$ cat src/rtl/run_ctrl.sv
// run_ctrl: run/step/halt controller for a processor core.
// A prescaler divides clk by DIV to produce a one-clk processor tick enable.
// The block counts busy ticks, halts on request or on a cycle limit, and
// supports free-run, single-step, abort and clear.
module run_ctrl #(
  parameter int DIV = 4,
  parameter int CW  = 32
) (
  input  logic          clk,
  input  logic          rst,
  input  logic          start,
  input  logic          stop,
  input  logic          step,
  input  logic          clr,
  input  logic          busy,
  input  logic          halt,
  input  logic [CW-1:0] max_cycles,
  output logic          clk_en,
  output logic          running,
  output logic          done,
  output logic          timeout,
  output logic [CW-1:0] cycle_count,
  output logic [1:0]    state
);

  typedef enum logic [1:0] {
    ST_IDLE   = 2'd0,
    ST_RUN    = 2'd1,
    ST_STEP   = 2'd2,
    ST_HALTED = 2'd3
  } state_t;

  // Prescaler width; at least one bit so DIV=2 still has a counter.
  localparam int PW = (DIV > 2) ? $clog2(DIV) : 1;
  localparam logic [PW-1:0] PCNT_LAST = PW'(DIV - 1);
  localparam logic [PW-1:0] PCNT_ONE  = PW'(1'b1);
  localparam logic [PW-1:0] PCNT_ZERO = {PW{1'b0}};
  localparam logic [CW-1:0] CNT_MAX   = {CW{1'b1}};
  localparam logic [CW-1:0] CNT_ZERO  = {CW{1'b0}};
  localparam logic [CW-1:0] CNT_ONE   = CW'(1'b1);
  localparam logic [CW:0]   CMP_ONE   = (CW + 1)'(1'b1);

  // Saturating increment: all-ones sticks rather than wrapping to zero.
  function automatic logic [CW-1:0] sat_inc(input logic [CW-1:0] v);
    if (v == CNT_MAX) begin
      return v;
    end else begin
      return v + CNT_ONE;
    end
  endfunction

  state_t        state_q, state_d;
  logic [PW-1:0] pcnt_q, pcnt_d;
  logic [CW-1:0] count_q, count_d;
  logic          timeout_q, timeout_d;

  logic active_s;
  logic tick_s;
  logic counted_s;
  logic limit_hit_s;

  // Tick decode. Gated by rst so no tick escapes in a reset cycle; the
  // limit compare is one bit wider so a saturated counter cannot alias.
  always_comb begin
    active_s    = (state_q == ST_RUN) || (state_q == ST_STEP);
    tick_s      = rst && active_s && (pcnt_q == PCNT_LAST) && !stop;
    counted_s   = tick_s && busy;
    limit_hit_s = counted_s && (max_cycles != CNT_ZERO) &&
                  (({1'b0, count_q} + CMP_ONE) == {1'b0, max_cycles});
  end

  // Next-state logic: stop beats halt beats limit beats step completion.
  always_comb begin
    state_d = state_q;
    case (state_q)
      ST_IDLE: begin
        if (start) begin
          state_d = ST_RUN;
        end else if (step) begin
          state_d = ST_STEP;
        end else begin
          state_d = ST_IDLE;
        end
      end
      ST_RUN, ST_STEP: begin
        if (stop) begin
          state_d = ST_IDLE;
        end else if (halt) begin
          state_d = ST_HALTED;
        end else if (limit_hit_s) begin
          state_d = ST_HALTED;
        end else if ((state_q == ST_STEP) && tick_s) begin
          state_d = ST_IDLE;
        end else begin
          state_d = state_q;
        end
      end
      ST_HALTED: begin
        if (clr) begin
          state_d = ST_IDLE;
        end else begin
          state_d = ST_HALTED;
        end
      end
      default: begin
        state_d = ST_IDLE;
      end
    endcase
  end

  // Prescaler, cycle counter and timeout flag next values.
  always_comb begin
    pcnt_d    = pcnt_q;
    count_d   = count_q;
    timeout_d = timeout_q;

    // Prescaler restarts on every state entry and idles outside RUN/STEP.
    if ((state_d != state_q) || !active_s) begin
      pcnt_d = PCNT_ZERO;
    end else if (pcnt_q == PCNT_LAST) begin
      pcnt_d = PCNT_ZERO;
    end else begin
      pcnt_d = pcnt_q + PCNT_ONE;
    end

    // clr wins over a coincident counted tick.
    if (clr) begin
      count_d   = CNT_ZERO;
      timeout_d = 1'b0;
    end else if (counted_s) begin
      count_d = sat_inc(count_q);
      if (limit_hit_s) begin
        timeout_d = 1'b1;
      end else begin
        timeout_d = timeout_q;
      end
    end else begin
      count_d   = count_q;
      timeout_d = timeout_q;
    end
  end

  // State and datapath registers with synchronous active-low reset.
  always_ff @(posedge clk) begin
    if (!rst) begin
      state_q   <= ST_IDLE;
      pcnt_q    <= PCNT_ZERO;
      count_q   <= CNT_ZERO;
      timeout_q <= 1'b0;
    end else begin
      state_q   <= state_d;
      pcnt_q    <= pcnt_d;
      count_q   <= count_d;
      timeout_q <= timeout_d;
    end
  end

  assign clk_en      = tick_s;
  assign running     = active_s;
  assign done        = (state_q == ST_HALTED);
  assign timeout     = timeout_q;
  assign cycle_count = count_q;
  assign state       = state_q;

endmodule

$ cat config.mk
export PLATFORM = sky130hd
export DESIGN_NAME = run_ctrl
export DESIGN_NICKNAME = d
export VERILOG_FILES = /design/src/rtl/run_ctrl.sv
export SDC_FILE = /design/constraint.sdc
export NUM_CORES = 1
export LEC_CHECK = 0
export ABC_AREA = 1
export BUFFER_PORTS_ARGS = -buffer_cell sky130_fd_sc_hd__buf_2
export CORE_MARGIN = 2
export CORE_UTILIZATION = 55
export DETAILED_ROUTE_END_ITERATION = 7
export PLACE_DENSITY = 0.82
export SLEW_MARGIN = 20
export SYNTH_ARGS = -nofsm -noshare
export SYNTH_HDL_FRONTEND = slang
export SYNTH_SLANG_ARGS = --single-unit
$ cat constraint.sdc
create_clock -name clk -period 6.75 [get_ports clk]
set_input_delay 1.0125 -clock clk [delete_from_list [all_inputs] [get_ports clk]]
set_output_delay 1.0125 -clock clk [all_outputs]
set_load 0.02 [all_outputs]
==> impl_results.md <==
- WP data required: 6960 ps
- Outcome: complete, no violations
- HP Class: reg2reg
- Clock Tree Root: clkbuf_8
- Sink Count: 37
- Worst-path clk slew: 70 ps
- Area grow syn2layout: 16.7%
- Synth Area in Simple Gates: 52.2%
- Peak fanout along the critical path: 40
- I/O Pins: 78
- Fin crit share: 48.8%
- Port Buffer Count: 77
- Place WS: 3230 ps
- Top_reg_cell synth: dfxtp_1
- Avg WL per Cell: 13.2 um
- Max-cap violation count: 0
- CTS tree: built
- Syn avg cell area: 5.54 um^2
- Final setup viols: 0
- Worst setup slack after layout: 3460 ps
- Cell variety after synth: 29
- Mux cell area share after synthesis: 0%
- Detailed Place HPWL: 7650 um
- Class of the most critical setup path: reg2reg
- Maximum clock path buffer count: 2
- Yosys reg bits: 37
- Main combinational cell family by area after synthesis: simple AND/OR/NAND/NOR gates
- Postcts setup bufs: 0
- DRT Pass-1 Iters: 5
- Met3 wire length: 821 um
- Cell Area, Synth: 3250 um^2
- Core Box Area: 5610 um^2
- Highest metal used: met4
- Sum Neg Setup Slack: 0 ps
- Pin count of the biggest net entering global routing: 41
- PwrDens: 127 nW/um^2
- Slew HR: 64.8%
- DRC Markers: 0
- Syn Inst Count: 586
- Synth Area in Compound Gates: 11.8%
- Nets@finish: 708
- Ratio of cells with drive above 1 in the final layout: 17.5%
- Wire length on met2: 4360 um
- Final Skew: 7.29 ps
- Worst-skew pair later-pin latency: 290 ps
- CP endpoint kind: register
- Die height: 80.9 um
- Post-Synth XOR/XNOR Area: 1.35%
- Final WL: 9750 um
- 1st-iter DRT viols: 273
- Slew @ Worst Pin: 528 ps
- Fin util: 67.6%
- Gr usage total: 31.3%
- ANT cells: 0
- Initial antenna violation count: 0
- Fmax: 304 MHz
- Final hold vios: 0
- Syn Nets: 631
- Sequential fraction of the synthesis area: 22.8%
- Critical path data arrival time: 3510 ps
- Row count: 27
- Vias per inst: 5.36
- Global-route wire length before repair: 16000 um
- WL met1: 4380 um
- Number of flops mapped to enable cells by yosys: 0
- PostCTS Resize Cnt: 0
- GRT overflow: 0
- Worst IR Drop VDD: 0.112 mV
- Hold_buf cts: 0
- Ys Warns: 0
- Starting Density: 57.9%
- Total clock buffers created by CTS: 5
- Setup repair after global routing missed its margin: no
- Min Tclk post-route: 3290 ps
- Slew Viols, Final: 0
- Vias in the first global route: 3614
- Post-synth ARST share: 0%
- Synth Area in Adders: 1.93%
- Vias: 3947
- Die Wd: 80.9 um
- Startpoint types: register
- H-tree Lvls: 2
- Static leakage: 1.79 nW
- Final ANT Viol Nets: 0
- Die area: 6540 um^2
- RePlAce Congestion: 0.913
-- cells by family after synthesis --
logic type               count (synthesis)
AND/OR/NAND/NOR                        381
buffers and inverters                   86
AO/OA/AOI/OAI                           72
flip-flops                              37
XOR/XNOR                                 5
adder cells (fa/ha/maj)                  5
-- cells in the final DEF (no fill, tap or decap), drive strengths merged, types with 3 or more instances in the layout --
cell type,count
dfxtp,37
o21ai,33
xnor2,4
a31oi,12
nand3b,8
inv,76
clkbuf,6
nand2,211
clkinv,3
ha,5
nand3,62
nor2,91
a21oi,24
nand4,4
buf,79
-- through the flow --
step | area, um^2 | hold WS, ps | power [W] | cells
2_1_floorplan | 3250 | 406 | 0.000294 | 586
3_3_place_gp | 3710 | 419 | 0.000324 | 728
3_5_place_dp | 3710 | 435 | 0.000328 | 728
4_1_cts | 3790 | 446 | 0.000482 | 736
5_1_grt | 3790 | 469 | 0.000508 | 736
6_report | 3790 | 439 | 0.000482 | 736
-- Yosys cell counts (2+ instances only) --
cell type	count	area, um^2
a21oi_1	24	120
nand2_4	2	22.5
nor3_1	2	10.0
xnor2_1	4	35.0
inv_1	73	274
nand2_2	7	43.8
a31oi_1	12	75.1
nand3_2	2	20.0
clkbuf_1	9	33.8
nand3_1	60	300
nor2_2	4	25.0
ha_1	5	62.6
nand2_1	202	758
nor2_4	9	101
nor2_1	77	289
o21ai_0	30	150
dfxtp_1	37	741
nand4_1	4	25.0
inv_2	3	11.3
nand3b_1	8	60.1
o21ai_1	3	15.0
a211oi_1	2	15.0
-- final timing paths --
check | from | endpoint | slack, ps | cells past startpoint
setup / recovery | state[1] | pcnt_q[0] | 3460 | 19
hold / removal | pcnt_q[0] | pcnt_q[0] | 440 | 1
setup reg to reg | state[1] | pcnt_q[0] | 3460 | 19
hold reg to reg | pcnt_q[0] | pcnt_q[0] | 440 | 1
-- routing by layer --
layer	vias up	GRT usage [%]
met2	178	51.8
met4	0	9.49
met1	1729	41.5
met3	20	5.33
li1	2020	-
met5	-	0
-- state kept, by name, summed over array words and instances (netlist names) --
name and flops:
state 2, cycle_count 32, timeout 1, pcnt_q 2
-- report_power, final --
group           total, W  internal, W  switching [W]
combinational  0.0000967    0.0000373      0.0000594
clock           0.000158    0.0000718      0.0000866
sequential      0.000227     0.000222     0.00000521
total           0.000482     0.000331       0.000151
-- critical path: stages (launching register included) --
cell and delay [ps]:
dfxtp_1 450, inv_1 100, ha_1 310, nand2_1 70, nor3b_1 340, nand2_1 150, a21oi_2 310, buf_4 420
nand3_1 120, nor2_1 100, nand3_1 90, nor2_2 100, nand3_2 100, nand2_1 70, nand2_1 60, nand3_2 80
nand2_2 60, nand2_1 60, nand2_1 60, nor3_1 160
-- final cells by class --
cell class | instances | area, um^2
clock inverter | 2 | 10.0
fill | 557 | 1820
multi-input combinational | 463 | 2190
clock buffer | 6 | 72.6
timing repair buffer | 79 | 400
tap | 72 | 90.1
sequential | 37 | 741
inverter | 77 | 289
No activity file was read; power rests on OpenSTA's default activity.
